### src/rtl/licznik_rozkazow_stos_if.sv
// Decoder <-> program counter bus for licznik_rozkazow_stos.
// The stos_pc_blad error flag exists only when PC_STOS_BLAD_EN is defined.
interface licznik_rozkazow_stos_if #(
   parameter int unsigned PC_WIDTH  = 8,
   parameter int unsigned STOS_GLEB = 8
);
   localparam int unsigned CntW = $clog2(STOS_GLEB + 1);

   // Requests from the decoder
   logic                en;
   logic                ID_rst;
   logic                skok;
   logic [PC_WIDTH-1:0] adres_skok;
   logic                skok_pc;
   logic                push_pc;
   logic                pop_pc;
   logic                jest_przerwanie;

   // PC and stack status back to the decoder / program memory
   logic [PC_WIDTH-1:0] pc;
   logic                stos_pc_empty;
   logic                stos_pc_full;
   logic [CntW-1:0]     stos_pc_ile;
`ifdef PC_STOS_BLAD_EN
   logic                stos_pc_blad;
`endif

   // Decoder side
   modport master (
      output en, ID_rst, skok, adres_skok, skok_pc, push_pc, pop_pc, jest_przerwanie,
      input  pc, stos_pc_empty, stos_pc_full, stos_pc_ile
`ifdef PC_STOS_BLAD_EN
      , input stos_pc_blad
`endif
   );

   // Program counter side
   modport slave (
      input  en, ID_rst, skok, adres_skok, skok_pc, push_pc, pop_pc, jest_przerwanie,
      output pc, stos_pc_empty, stos_pc_full, stos_pc_ile
`ifdef PC_STOS_BLAD_EN
      , output stos_pc_blad
`endif
   );
endinterface

### src/rtl/licznik_rozkazow_stos.sv
// Program counter with integrated return-address stack.
// Optional sticky stack-error flag enabled by defining PC_STOS_BLAD_EN.
module licznik_rozkazow_stos #(
   parameter int unsigned         PC_WIDTH  = 8,
   parameter int unsigned         STOS_GLEB = 8,
   parameter logic [PC_WIDTH-1:0] RESET_VEC = '0
) (
   input logic                   clk,
   input logic                   rst,
   licznik_rozkazow_stos_if.slave bus
);
   localparam int unsigned CntW = $clog2(STOS_GLEB + 1);
   localparam int unsigned AW   = (STOS_GLEB > 1) ? $clog2(STOS_GLEB) : 1;

   logic [PC_WIDTH-1:0] r_pc;
   logic [CntW-1:0]     r_cnt;
   logic [PC_WIDTH-1:0] r_mem [STOS_GLEB];

   logic [PC_WIDTH-1:0] w_pc_d;
   logic [CntW-1:0]     w_cnt_d;
   logic                w_we;
   logic [PC_WIDTH-1:0] w_ret;
   logic [PC_WIDTH-1:0] w_top;
   logic [AW-1:0]       w_top_idx;
   logic [AW-1:0]       w_wr_idx;
   logic                w_empty;
   logic                w_full;
   logic                w_illegal;

   assign w_empty   = (r_cnt == '0);
   assign w_full    = (r_cnt == CntW'(STOS_GLEB));
   assign w_illegal = bus.push_pc && bus.pop_pc;
   // Top index is garbage when empty; callers guard with w_empty
   assign w_top_idx = AW'(r_cnt - 1'b1);
   assign w_wr_idx  = AW'(r_cnt);
   assign w_top     = r_mem[w_top_idx];
   // An interrupted instruction did not execute, so it is its own return address
   assign w_ret     = bus.jest_przerwanie ? r_pc : r_pc + 1'b1;

   // Next PC / count / stack write for one enabled edge, in request priority order
   always_comb begin
      w_pc_d  = r_pc + 1'b1;
      w_cnt_d = r_cnt;
      w_we    = 1'b0;
      if (w_illegal) begin
         // push and pop together: no stack change, just advance
      end else if (bus.skok && bus.skok_pc) begin
         if (!w_empty) begin
            w_pc_d = w_top;
            if (bus.pop_pc) w_cnt_d = r_cnt - 1'b1;
         end
      end else begin
         if (bus.skok) w_pc_d = bus.adres_skok;
         if (bus.push_pc && !w_full) begin
            w_we    = 1'b1;
            w_cnt_d = r_cnt + 1'b1;
         end
         if (bus.pop_pc && !w_empty) w_cnt_d = r_cnt - 1'b1;
      end
   end

   // PC and entry count: async reset, soft reset beats stall
   always_ff @(posedge clk or posedge rst) begin
      if (rst) begin
         r_pc  <= RESET_VEC;
         r_cnt <= '0;
      end else if (bus.ID_rst) begin
         r_pc  <= RESET_VEC;
         r_cnt <= '0;
      end else if (bus.en) begin
         r_pc  <= w_pc_d;
         r_cnt <= w_cnt_d;
      end
   end

   // Stack storage is not reset; only entries below the count are ever read
   always_ff @(posedge clk) begin
      if (bus.en && !bus.ID_rst && w_we) r_mem[w_wr_idx] <= w_ret;
   end

   assign bus.pc            = r_pc;
   assign bus.stos_pc_empty = w_empty;
   assign bus.stos_pc_full  = w_full;
   assign bus.stos_pc_ile   = r_cnt;

`ifdef PC_STOS_BLAD_EN
   logic r_blad;
   logic w_blad_set;

   assign w_blad_set = w_illegal
                     || (bus.push_pc && w_full)
                     || (bus.pop_pc && w_empty)
                     || (bus.skok && bus.skok_pc && w_empty);

   // Sticky error flag, cleared only by a reset
   always_ff @(posedge clk or posedge rst) begin
      if (rst) begin
         r_blad <= 1'b0;
      end else if (bus.ID_rst) begin
         r_blad <= 1'b0;
      end else if (bus.en && w_blad_set) begin
         r_blad <= 1'b1;
      end
   end

   assign bus.stos_pc_blad = r_blad;
`endif
endmodule

### src/flat_wrapper.sv
// flat-port wrapper written by rule: the top's interface ports become plain ports
module licznik_rozkazow_stos_flat 
#(
   parameter int unsigned         PC_WIDTH  = 8,
   parameter int unsigned         STOS_GLEB = 8,
   parameter logic [PC_WIDTH-1:0] RESET_VEC = '0
)
  (clk, rst, bus_en, bus_ID_rst, bus_skok, bus_adres_skok, bus_skok_pc, bus_push_pc, bus_pop_pc, bus_jest_przerwanie, bus_pc, bus_stos_pc_empty, bus_stos_pc_full, bus_stos_pc_ile);
  licznik_rozkazow_stos_if #(.PC_WIDTH(PC_WIDTH), .STOS_GLEB(STOS_GLEB)) bus_i ();
  input logic clk;
  input logic rst;
  input wire logic [$bits(bus_i.en)-1:0] bus_en;
  input wire logic [$bits(bus_i.ID_rst)-1:0] bus_ID_rst;
  input wire logic [$bits(bus_i.skok)-1:0] bus_skok;
  input wire logic [$bits(bus_i.adres_skok)-1:0] bus_adres_skok;
  input wire logic [$bits(bus_i.skok_pc)-1:0] bus_skok_pc;
  input wire logic [$bits(bus_i.push_pc)-1:0] bus_push_pc;
  input wire logic [$bits(bus_i.pop_pc)-1:0] bus_pop_pc;
  input wire logic [$bits(bus_i.jest_przerwanie)-1:0] bus_jest_przerwanie;
  output wire logic [$bits(bus_i.pc)-1:0] bus_pc;
  output wire logic [$bits(bus_i.stos_pc_empty)-1:0] bus_stos_pc_empty;
  output wire logic [$bits(bus_i.stos_pc_full)-1:0] bus_stos_pc_full;
  output wire logic [$bits(bus_i.stos_pc_ile)-1:0] bus_stos_pc_ile;
  assign bus_i.en = bus_en;
  assign bus_i.ID_rst = bus_ID_rst;
  assign bus_i.skok = bus_skok;
  assign bus_i.adres_skok = bus_adres_skok;
  assign bus_i.skok_pc = bus_skok_pc;
  assign bus_i.push_pc = bus_push_pc;
  assign bus_i.pop_pc = bus_pop_pc;
  assign bus_i.jest_przerwanie = bus_jest_przerwanie;
  assign bus_pc = bus_i.pc;
  assign bus_stos_pc_empty = bus_i.stos_pc_empty;
  assign bus_stos_pc_full = bus_i.stos_pc_full;
  assign bus_stos_pc_ile = bus_i.stos_pc_ile;
  licznik_rozkazow_stos #(.PC_WIDTH(PC_WIDTH), .STOS_GLEB(STOS_GLEB), .RESET_VEC(RESET_VEC)) u_core (.clk(clk), .rst(rst), .bus(bus_i));
endmodule
### config.mk
export PLATFORM = sky130hd
export DESIGN_NAME = licznik_rozkazow_stos_flat
export DESIGN_NICKNAME = d
export VERILOG_FILES = /design/src/rtl/licznik_rozkazow_stos_if.sv /design/src/rtl/licznik_rozkazow_stos.sv /design/src/flat_wrapper.sv
export SDC_FILE = /design/constraint.sdc
export NUM_CORES = 1
export LEC_CHECK = 0
export BUFFER_PORTS_ARGS = -buffer_cell sky130_fd_sc_hd__buf_4
export CORE_MARGIN = 1
export CORE_UTILIZATION = 55
export DETAILED_ROUTE_END_ITERATION = 8
export GPL_ROUTABILITY_DRIVEN = 0
export MAX_ROUTING_LAYER = met4
export PLACE_DENSITY = 0.74
export REMOVE_ABC_BUFFERS = 1
export SLEW_MARGIN = 10
export SYNTH_ARGS = -nofsm -noshare
export SYNTH_HDL_FRONTEND = slang
export SYNTH_SLANG_ARGS = --single-unit
### constraint.sdc
create_clock -name clk -period 3.55 [get_ports clk]
set_clock_uncertainty 0.1 [all_clocks]
set_input_delay 0.1775 -clock clk [delete_from_list [all_inputs] [get_ports clk]]
set_output_delay 0.1775 -clock clk [all_outputs]
set_load 0.05 [all_outputs]
# Word-level counts from Yosys, hierarchy flattened
# Memory sizes are Yosys's and may differ from the RTL's.
# Cells that the tools add are included.
dict set report word_totals {
  ff_bits 12
  ramBits 64
  inputBits 17
  output_inout_bits 14
  mem_count 1
}
dict set report op_classes {
  n_addsub 3
  n_eq_ne 4
  n_mux 20
  reduce_logical 13
}
# name words word_bits rd rd_clocked_by_memory_dff wr line
set mem_list {}
lappend mem_list {u_core.r_mem 8 8 1 0 1 licznik_rozkazow_stos.sv:17} ;# logic [PC_WIDTH-1:0] r_mem [STOS_GLEB];
# cell count
set op_table {}
lappend op_table {{2-to-1 mux 8 bit} 7}
lappend op_table {{2-to-1 mux 4 bit} 8}
lappend op_table {{adder 8 x 1 -> 8 bit (second input constant)} 1}
lappend op_table {{logical AND 1 bit} 6}
lappend op_table {{!= test 3 bit (second input constant)} 2}
lappend op_table {{2-to-1 mux 1 bit} 5}
lappend op_table {{AND reduction 5 bit} 1}
lappend op_table {{adder 4 x 1 -> 4 bit (second input constant)} 1}
lappend op_table {{equality test 4 bit (second input constant)} 1}
lappend op_table {{zero test 4 bit} 1}
lappend op_table {{nonzero test 4 bit} 1}
lappend op_table {{subtractor 4 x 1 -> 4 bit (second input constant)} 1}
lappend op_table {{zero test 1 bit} 3}
lappend op_table {{!= test 2 bit (second input constant)} 1}
lappend op_table {{nonzero test 2 bit} 1}

# Depth between registers and ports, before layout
# Gate-level depths: netlist (run 1).
dict set report logic_depth {
  word_depth 9
  depth_mapped 11
}

# Worst setup path after synthesis (run 1)
# OpenSTA, ideal clock, no wires.
dict set report synth_timing {
  path_kind {register to register}
  start {register u_core.r_cnt[0] (netlist: u_core.bus.stos_pc_ile[0])}
  end {register u_core.r_pc[5] (netlist: u_core.bus.pc[5])}
  setup_time_ps 124
  arrival_ps 2939
  required_time_ps 3326
  slack_ps 387
  stages_incl_launch_ff 11
  cell_sequence {dfrtp_1 -> buf_6 -> buf_2 -> inv_1 -> ha_1 -> xor2_1 -> buf_6 -> mux4_2 -> and2_4 -> a2111oi_4 -> o21ai_2}
}
dict set report synth_between {
  elab_chain_cells 7
  word_cells_on_any_way 8
}
# item line
set synth_rtl {}
lappend synth_rtl {{from (decl)} licznik_rozkazow_stos.sv:16} ;# logic [CntW-1:0] r_cnt;
lappend synth_rtl {{from (signal assigned)} licznik_rozkazow_stos.sv:72} ;# r_cnt <= w_cnt_d;
lappend synth_rtl {{subtractor 4 x 1 -> 4 bit} licznik_rozkazow_stos.sv:34} ;# assign w_top_idx = AW'(r_cnt - 1'b1);
lappend synth_rtl {{memory read (8 x 8 bit)} -}
lappend synth_rtl {{2-to-1 mux 8 bit (*)} licznik_rozkazow_stos.sv:48} ;# if (!w_empty) begin
lappend synth_rtl {{2-to-1 mux 8 bit (*)} licznik_rozkazow_stos.sv:47} ;# end else if (bus.skok && bus.skok_pc) begin
lappend synth_rtl {{2-to-1 mux 8 bit (*)} licznik_rozkazow_stos.sv:45} ;# if (w_illegal) begin
lappend synth_rtl {{2-to-1 mux 8 bit (*)} licznik_rozkazow_stos.sv:70} ;# end else if (bus.en) begin
lappend synth_rtl {{2-to-1 mux 8 bit (*)} licznik_rozkazow_stos.sv:67} ;# end else if (bus.ID_rst) begin
lappend synth_rtl {{to (signal assigned)} licznik_rozkazow_stos.sv:71} ;# r_pc <= w_pc_d;
lappend synth_rtl {{to (decl)} licznik_rozkazow_stos.sv:15} ;# logic [PC_WIDTH-1:0] r_pc;
# Mark *: on every way between the ends. The rest lies on a longest branch, timed or not. The select of a mux whose other input is x is not followed.
# A chain may end at the register's enable or synchronous reset.

# Worst setup path after layout (run 1)
dict set report layout_timing {
  start {register u_core.r_cnt[0] (netlist: u_core.bus.stos_pc_ile[0])}
  end {register u_core.r_pc[6] (netlist: u_core.bus.pc[6])}
}
# Same word-level chain as after synthesis.

==> impl_metrics.csv, run 1 <==
group,metric,value,unit
drt,routedWlPerCell,20.7,um
setup_path,cp_slowest_cell,"mux4_1",
setup_path,cp_max_fo,11,
power_and_ir_drop,p_clk_share,30.0,%
sta,finalSetupTns,0,ps
setup_path,max_stage_delay,570,ps
drt,vias,2165,
drt,drtIter0Drc,151,
sta,fin_crit_sh,76.6,%
sta,fmax,368,MHz
power_and_ir_drop,max-vdd-ir-drop,318,uV
logic_synthesis,yosysWarningCount,0,
worst_hold_path,hp-class,"input pin to register",
cts,cts_buffers,9,
drt,first_pass_iters,4,
placed_design,place_area,3890,sq um
floorplan,die_x,82.3,um
power_and_ir_drop,seq_power_share,50.6,%
logic_synthesis,synthDistinctLibCells,51,
cts,path_clk_slew,90,ps
logic_synthesis,synth_edf_count,64,
logic_synthesis,ys_seq_area_share,62.6,%
cts,cts_tree,"done",
sta,grt_setup_unrepaired,"no",
setup_path,reg2reg_to,"u_core.bus.pc[6]$_DFFE_PP0N_",
power_and_ir_drop,p_leak,1.54,nW
cts,clockBufferDepth,2,
sta,worstMarginPinSlew,742,ps
placed_design,io_buffers,30,
job,drv_cap,0,
logic_synthesis,synth_top_area_share,54.2,%
sta,slew_viol_final,0,
cts,cts_setup_buffers,0,
drt,drc_errors,0,
logic_synthesis,ys_ff_latch,76,
drt,drt_wl_total,7.42,mm
cts,hold_buffers,2,
setup_path,reg2reg_depth,8,
global_route,grt_max_degree,20,
floorplan,die_y,82.3,um
global_route,antenna_found_initial,0,
floorplan,num_io_pins,31,
floorplan,core,6060,sq um
logic_synthesis,synthesis.instances,234,
logic_synthesis,synth.most_common_cell,"edfxtp_1",
setup_path,crit_type,"register to register",
power_and_ir_drop,power_density,493,nW/um^2
cts,htreeDepth,3,
floorplan,initial_core_util,58.5,%
layout,drive_gt1_share,29.3,%
placed_design,place_hpwl,5.03,mm
drt,antenna_left,0,
setup_path,worstReg2RegStart,"u_core.bus.stos_pc_ile[0]$_DFFE_PP0P_",
layout,syn_to_final_growth,15.3,%
sta,slew_headroom,50.3,%
global_route,first_global_vias,2118,
global_route,grt_overflow,0,
global_route,grt_pass1_wl,11.4,mm
setup_path,crit_path_end,"u_core.bus.pc[6]$_DFFE_PP0N_",
sta,hold_violations,0,
logic_synthesis,async_flop_share,15.8,%
setup_path,path_cells,"inv_1 -> ha_1 -> xor2_1 -> buf_4 -> mux4_1 -> and2_1 -> a2111oi_0 -> o21ai_1",
sta,setup_violations,0,
layout,diodes,0,
cts,root_buffer,"clkbuf_8",
power_and_ir_drop,internal_power,0.00144,W
floorplan,row_count,28,
outcome,outcome,"completed",
layout,final_cell_area,4090,sq um
logic_synthesis,avgSynthCellArea,15.2,sq um
setup_path,start_kind,"register",
sta,post-route-min-period,2720,ps
logic_synthesis,synth_largest_area_cell,"edfxtp_1",
logic_synthesis,synth_commonest_cells,"64 x edfxtp_1, 19 x nor2_1, 14 x mux4_2",
layout,stdcell_count,358,
logic_synthesis,synth_area,3550,sq um
logic_synthesis,synth_flop_cell,"edfxtp_1",
cts,cts_sinks,76,
setup_path,crit_start,"u_core.bus.stos_pc_ile[0]$_DFFE_PP0P_",
power_and_ir_drop,swShare,28.7,%
setup_path,cp.required,3670,ps
setup_path,cp-end-kind,"register",
global_route,gr-usage-all-layers,25.4,%
setup_path,reg2reg_slack,830,ps
power_and_ir_drop,power_switching,0.000578,W
floorplan,die_area,6780,sq um
placed_design,dp_cells,340,
power_and_ir_drop,combPwrFrac,19.4,%
setup_path,cp.arrival,2840,ps
layout,nNetsFinal,298,
cts,clk_latency,340,ps
logic_synthesis,synth_area_leaders,"edfxtp_1 54%, mux4_2 8.9%, dfrtp_1 8.5%",
drt,viasPerCell,6.05,
cts,cts_resized,0,
-- through the flow --
step,util [%],hold WS (ps),total power [W],worst slack [ps]
2_1_floorplan,-,-57.8,0.00130,-352
3_3_place_gp,64.1,144,0.00142,945
3_5_place_dp,64.1,151,0.00143,825
4_1_cts,67.5,34.5,0.00203,803
5_1_grt,67.5,56.9,0.00209,581
6_report,67.5,44.8,0.00201,830
-- flip-flops by register name, indices dropped and copies added (netlist names) --
signal / cells
u_core.bus.stos_pc_ile: 4
u_core.r_mem: 64
u_core.bus.pc: 8
-- critical path, delay by kind of cell (launching register included) --
family	cells	cell delay, ps
XOR/XNOR	1	170
AO/OA/AOI/OAI	2	480
AND/OR/NAND/NOR	1	160
buffers and inverters	2	430
flip-flops	1	390
adder cells (fa/ha/maj)	1	290
multiplexers	1	570
-- worst min-delay path by stage --
stage | from | end | slack (ps) | cells after the start
final | bus_adres_skok[4] | u_core.bus.pc[4]$_DFFE_PP0N_ | 40 | 3
after global routing | bus_adres_skok[4] | u_core.bus.pc[4]$_DFFE_PP0N_ | 60 | 3
after CTS | bus_adres_skok[4] | u_core.bus.pc[4]$_DFFE_PP0N_ | 30 | 3
after detailed placement | rst | u_core.bus.stos_pc_ile[3]$_DFFE_PP0P_ | 150 | 2
after global placement | rst | u_core.bus.stos_pc_ile[3]$_DFFE_PP0P_ | 140 | 2
after floorplan | rst | u_core.bus.pc[0]$_DFFE_PP0N_ | -60 | 1
-- cell type report --
| cell class | instances | area [sq um] |
|---|---|---|
| clock inverter | 6 | 46.3 |
| tap | 75 | 93.8 |
| multi-input combinational | 143 | 1240 |
| clock buffer | 10 | 138 |
| timing repair buffer | 43 | 328 |
| sequential | 76 | 2220 |
| inverter | 5 | 18.8 |
| fill | 432 | 1970 |
-- metal layers --
layer	track usage (%)	routed length, um
met5	-	0
met4	8.77	108
met3	5.38	509
met2	40.5	3610
met1	32.6	3200
-- layout by cell type (no fill, tap or decap), types with 3 or more instances in the layout --
cell,synthesis,final
xor2_1,7,7
nor2b_1,3,3
and3_1,4,4
inv_1,4,4
mux2_2,3,3
o22ai_1,6,6
and2_1,3,3
dfrtp_1,12,12
mux4_2,14,14
o21ai_0,5,5
nor2_1,19,19
xnor2_1,7,7
o21ai_1,3,3
nor3_1,3,3
ha_1,3,3
clkbuf_8,0,10
nand4_1,3,3
nand2b_1,3,3
nand3_1,6,6
buf_4,0,41
edfxtp_1,64,64
nand2_1,12,12
mux2i_1,5,5
a21oi_1,4,4
-- cell families after synthesis --
family | Yosys count | share of synthesized area (%)
flip-flops | 76 | 62.6
AND/OR/NAND/NOR | 64 | 9.31
AO/OA/AOI/OAI | 37 | 8.18
multiplexers | 25 | 13.0
buffers and inverters | 15 | 2.33
XOR/XNOR | 14 | 3.46
adder cells (fa/ha/maj) | 3 | 1.06
-- power groups by stage --
stage	Clock (W)	Sequential, W	Combinational [W]
6_report	0.000604	0.00102	0.000392
3_5_place_dp	0	0.00104	0.000391
3_3_place_gp	0	0.00104	0.000384
4_1_cts	0.000617	0.00102	0.000394
2_1_floorplan	0	0.00108	0.000222
5_1_grt	0.000650	0.00102	0.000422
(Power assumes the default switching activity.)
==> inputs of run 2 (changes only) <==
==> constraint.sdc (replaced) <==
create_clock -name clk -period 2.7 [get_ports clk]
set_clock_uncertainty 0.1 [all_clocks]
set_input_delay 0.135 -clock clk [delete_from_list [all_inputs] [get_ports clk]]
set_output_delay 0.135 -clock clk [all_outputs]
set_load 0.05 [all_outputs]
==> impl_metrics.csv, run 2 (synthesis results as in run 1) <==
group,metric,value,unit
outcome,outcome,"completed",
layout,finish.utilization,68.8,%
placed_design,post-place-ws,131,ps
setup_path,crit_type,"register to register",
layout,diodes,0,
sta,hold_violations,0,
cts,clk_latency,350,ps
floorplan,core,6060,sq um
setup_path,cp.arrival,2690,ps
power_and_ir_drop,power_density,657,nW/um^2
drt,antenna_left,0,
layout,largest_reg_flops,64,
drt,routedWlPerCell,20.8,um
power_and_ir_drop,internal_power,0.00197,W
global_route,grt_pass1_wl,11.3,mm
sta,fin_crit_sh,94.8,%
power_and_ir_drop,p_leak,1.58,nW
global_route,grt_max_degree,20,
power_and_ir_drop,seq_power_share,48.8,%
layout,drive_gt1_share,29.9,%
power_and_ir_drop,max-vdd-ir-drop,415,uV
cts,clockBufferDepth,2,
placed_design,io_buffers,30,
layout,fillers,415,
setup_path,start_kind,"register",
drt,drt_wl_total,7.55,mm
setup_path,cp-end-kind,"register",
layout,regMostFlops,"u_core.r_mem",
floorplan,die_y,82.3,um
cts,cts_sinks,76,
worst_hold_path,hp-class,"input pin to register",
power_and_ir_drop,p_clk_share,31.5,%
power_and_ir_drop,power_switching,0.000765,W
layout,final_cell_mix,"64 x edfxtp_1, 43 x buf_4, 19 x nor2_1",
cts,cts_setup_buffers,0,
floorplan,die_x,82.3,um
setup_path,cp.required,2830,ps
global_route,antenna_found_initial,0,
floorplan,row_count,28,
sta,slew_viol_final,0,
floorplan,initial_core_util,58.5,%
cts,cts_tree,"done",
setup_path,cp_max_fo,11,
sta,setup_violations,0,
placed_design,place_hpwl,4.97,mm
cts,path_clk_slew,80,ps
drt,drc_errors,0,
sta,finalSetupTns,0,ps
drt,vias,2179,
cts,root_buffer,"clkbuf_8",
setup_path,cp_slowest_cell,"mux4_1",
setup_path,max_stage_delay,530,ps
setup_path,cp_top_family,"multiplexers",
power_and_ir_drop,swShare,28.0,%
floorplan,die_area,6780,sq um
sta,slew_headroom,54.7,%
sta,layout_setup_ws,141,ps
sta,fmax,391,MHz
global_route,grt_overflow,0,
power_and_ir_drop,p_total,0.00274,W
drt,viasPerCell,6.00,
drt,first_pass_iters,5,
global_route,first_global_vias,2157,
power_and_ir_drop,combPwrFrac,19.7,%
layout,syn_to_final_growth,17.5,%
sta,worstMarginPinSlew,677,ps
drt,drtIter0Drc,169,
cts,cts_buffers,9,
floorplan,num_io_pins,31,
layout,nNetsFinal,303,
global_route,gr-usage-all-layers,25.5,%
job,drv_cap,0,
cts,htreeDepth,3,
setup_path,crit_buf_inv,2,
setup_path,path_cells,"inv_1 -> ha_1 -> xor2_2 -> buf_12 -> mux4_1 -> and2_1 -> a2111oi_1 -> o21ai_1",
layout,final_common_cell,"edfxtp_1",
sta,post-route-min-period,2560,ps
[run 2: final timing paths]
kind	end	slack, ps	depth (start not counted)	from
max in group asynchronous	u_core.bus.pc[5]$_DFFE_PP0N_	1900	3	rst
min in group asynchronous	u_core.bus.pc[0]$_DFFE_PP0N_	260	3	rst
setup / recovery	u_core.bus.pc[6]$_DFFE_PP0N_	140	8	u_core.bus.stos_pc_ile[0]$_DFFE_PP0P_
setup reg to reg	u_core.bus.pc[6]$_DFFE_PP0N_	140	8	u_core.bus.stos_pc_ile[0]$_DFFE_PP0P_
hold reg to reg	u_core.bus.pc[6]$_DFFE_PP0N_	540	2	u_core.bus.pc[6]$_DFFE_PP0N_
hold / removal	u_core.bus.pc[7]$_DFFE_PP0N_	40	3	bus_en
[run 2: timing repair]
action | CTS | global route
setup endpoints to repair | 0 | 1
gates resized for setup | 0 | 2
hold buffers | 4 | 0
endpoints found under the hold margin | 20 | 0
[run 2: final cells by class]
class,instances,area (sq um),share of cell area (%)
clock buffers,9,124,2.97
clock inverters,7,73.8,1.77
inverters,5,18.8,0.450
multi-input cells,143,1250,30.1
flip-flops and latches,76,2220,53.3
well taps,75,93.8,2.25
repair buffers,48,383,9.19
[run 2: power groups by stage]
stage                     clock network, W  registers [W]  logic (W)
final                             0.000862        0.00134   0.000539
after global routing              0.000925        0.00134   0.000578
after CTS                         0.000882        0.00133   0.000537
after detailed placement                 0        0.00136   0.000531
after global placement                   0        0.00136   0.000527
after floorplan                          0        0.00142   0.000292
[run 2: worst min-delay path: stages]
cell      delay [ps]
buf_4            150
nor2_1           100
a211oi_1          50
[run 2: per-stage QoR]
step	instances	cell area, sq um	hold slack (ps)
6_report	363	4170	38.2
2_1_floorplan	224	3480	-100
4_1_cts	363	4160	21.4
3_3_place_gp	343	3920	102
3_5_place_dp	343	3920	101
5_1_grt	363	4170	55.4
[run 2: routing by layer]
layer / track usage (%) / wire length [um] / up-vias / share of wire (%)
met3: 7.36 / 540 / 14 / 7.2
li1: - / - / 1001 / -
met4: 10.5 / 155 / 0 / 2.1
met5: - / 0 / - / 0
met2: 39.1 / 3540 / 95 / 47
met1: 32.1 / 3310 / 1069 / 44
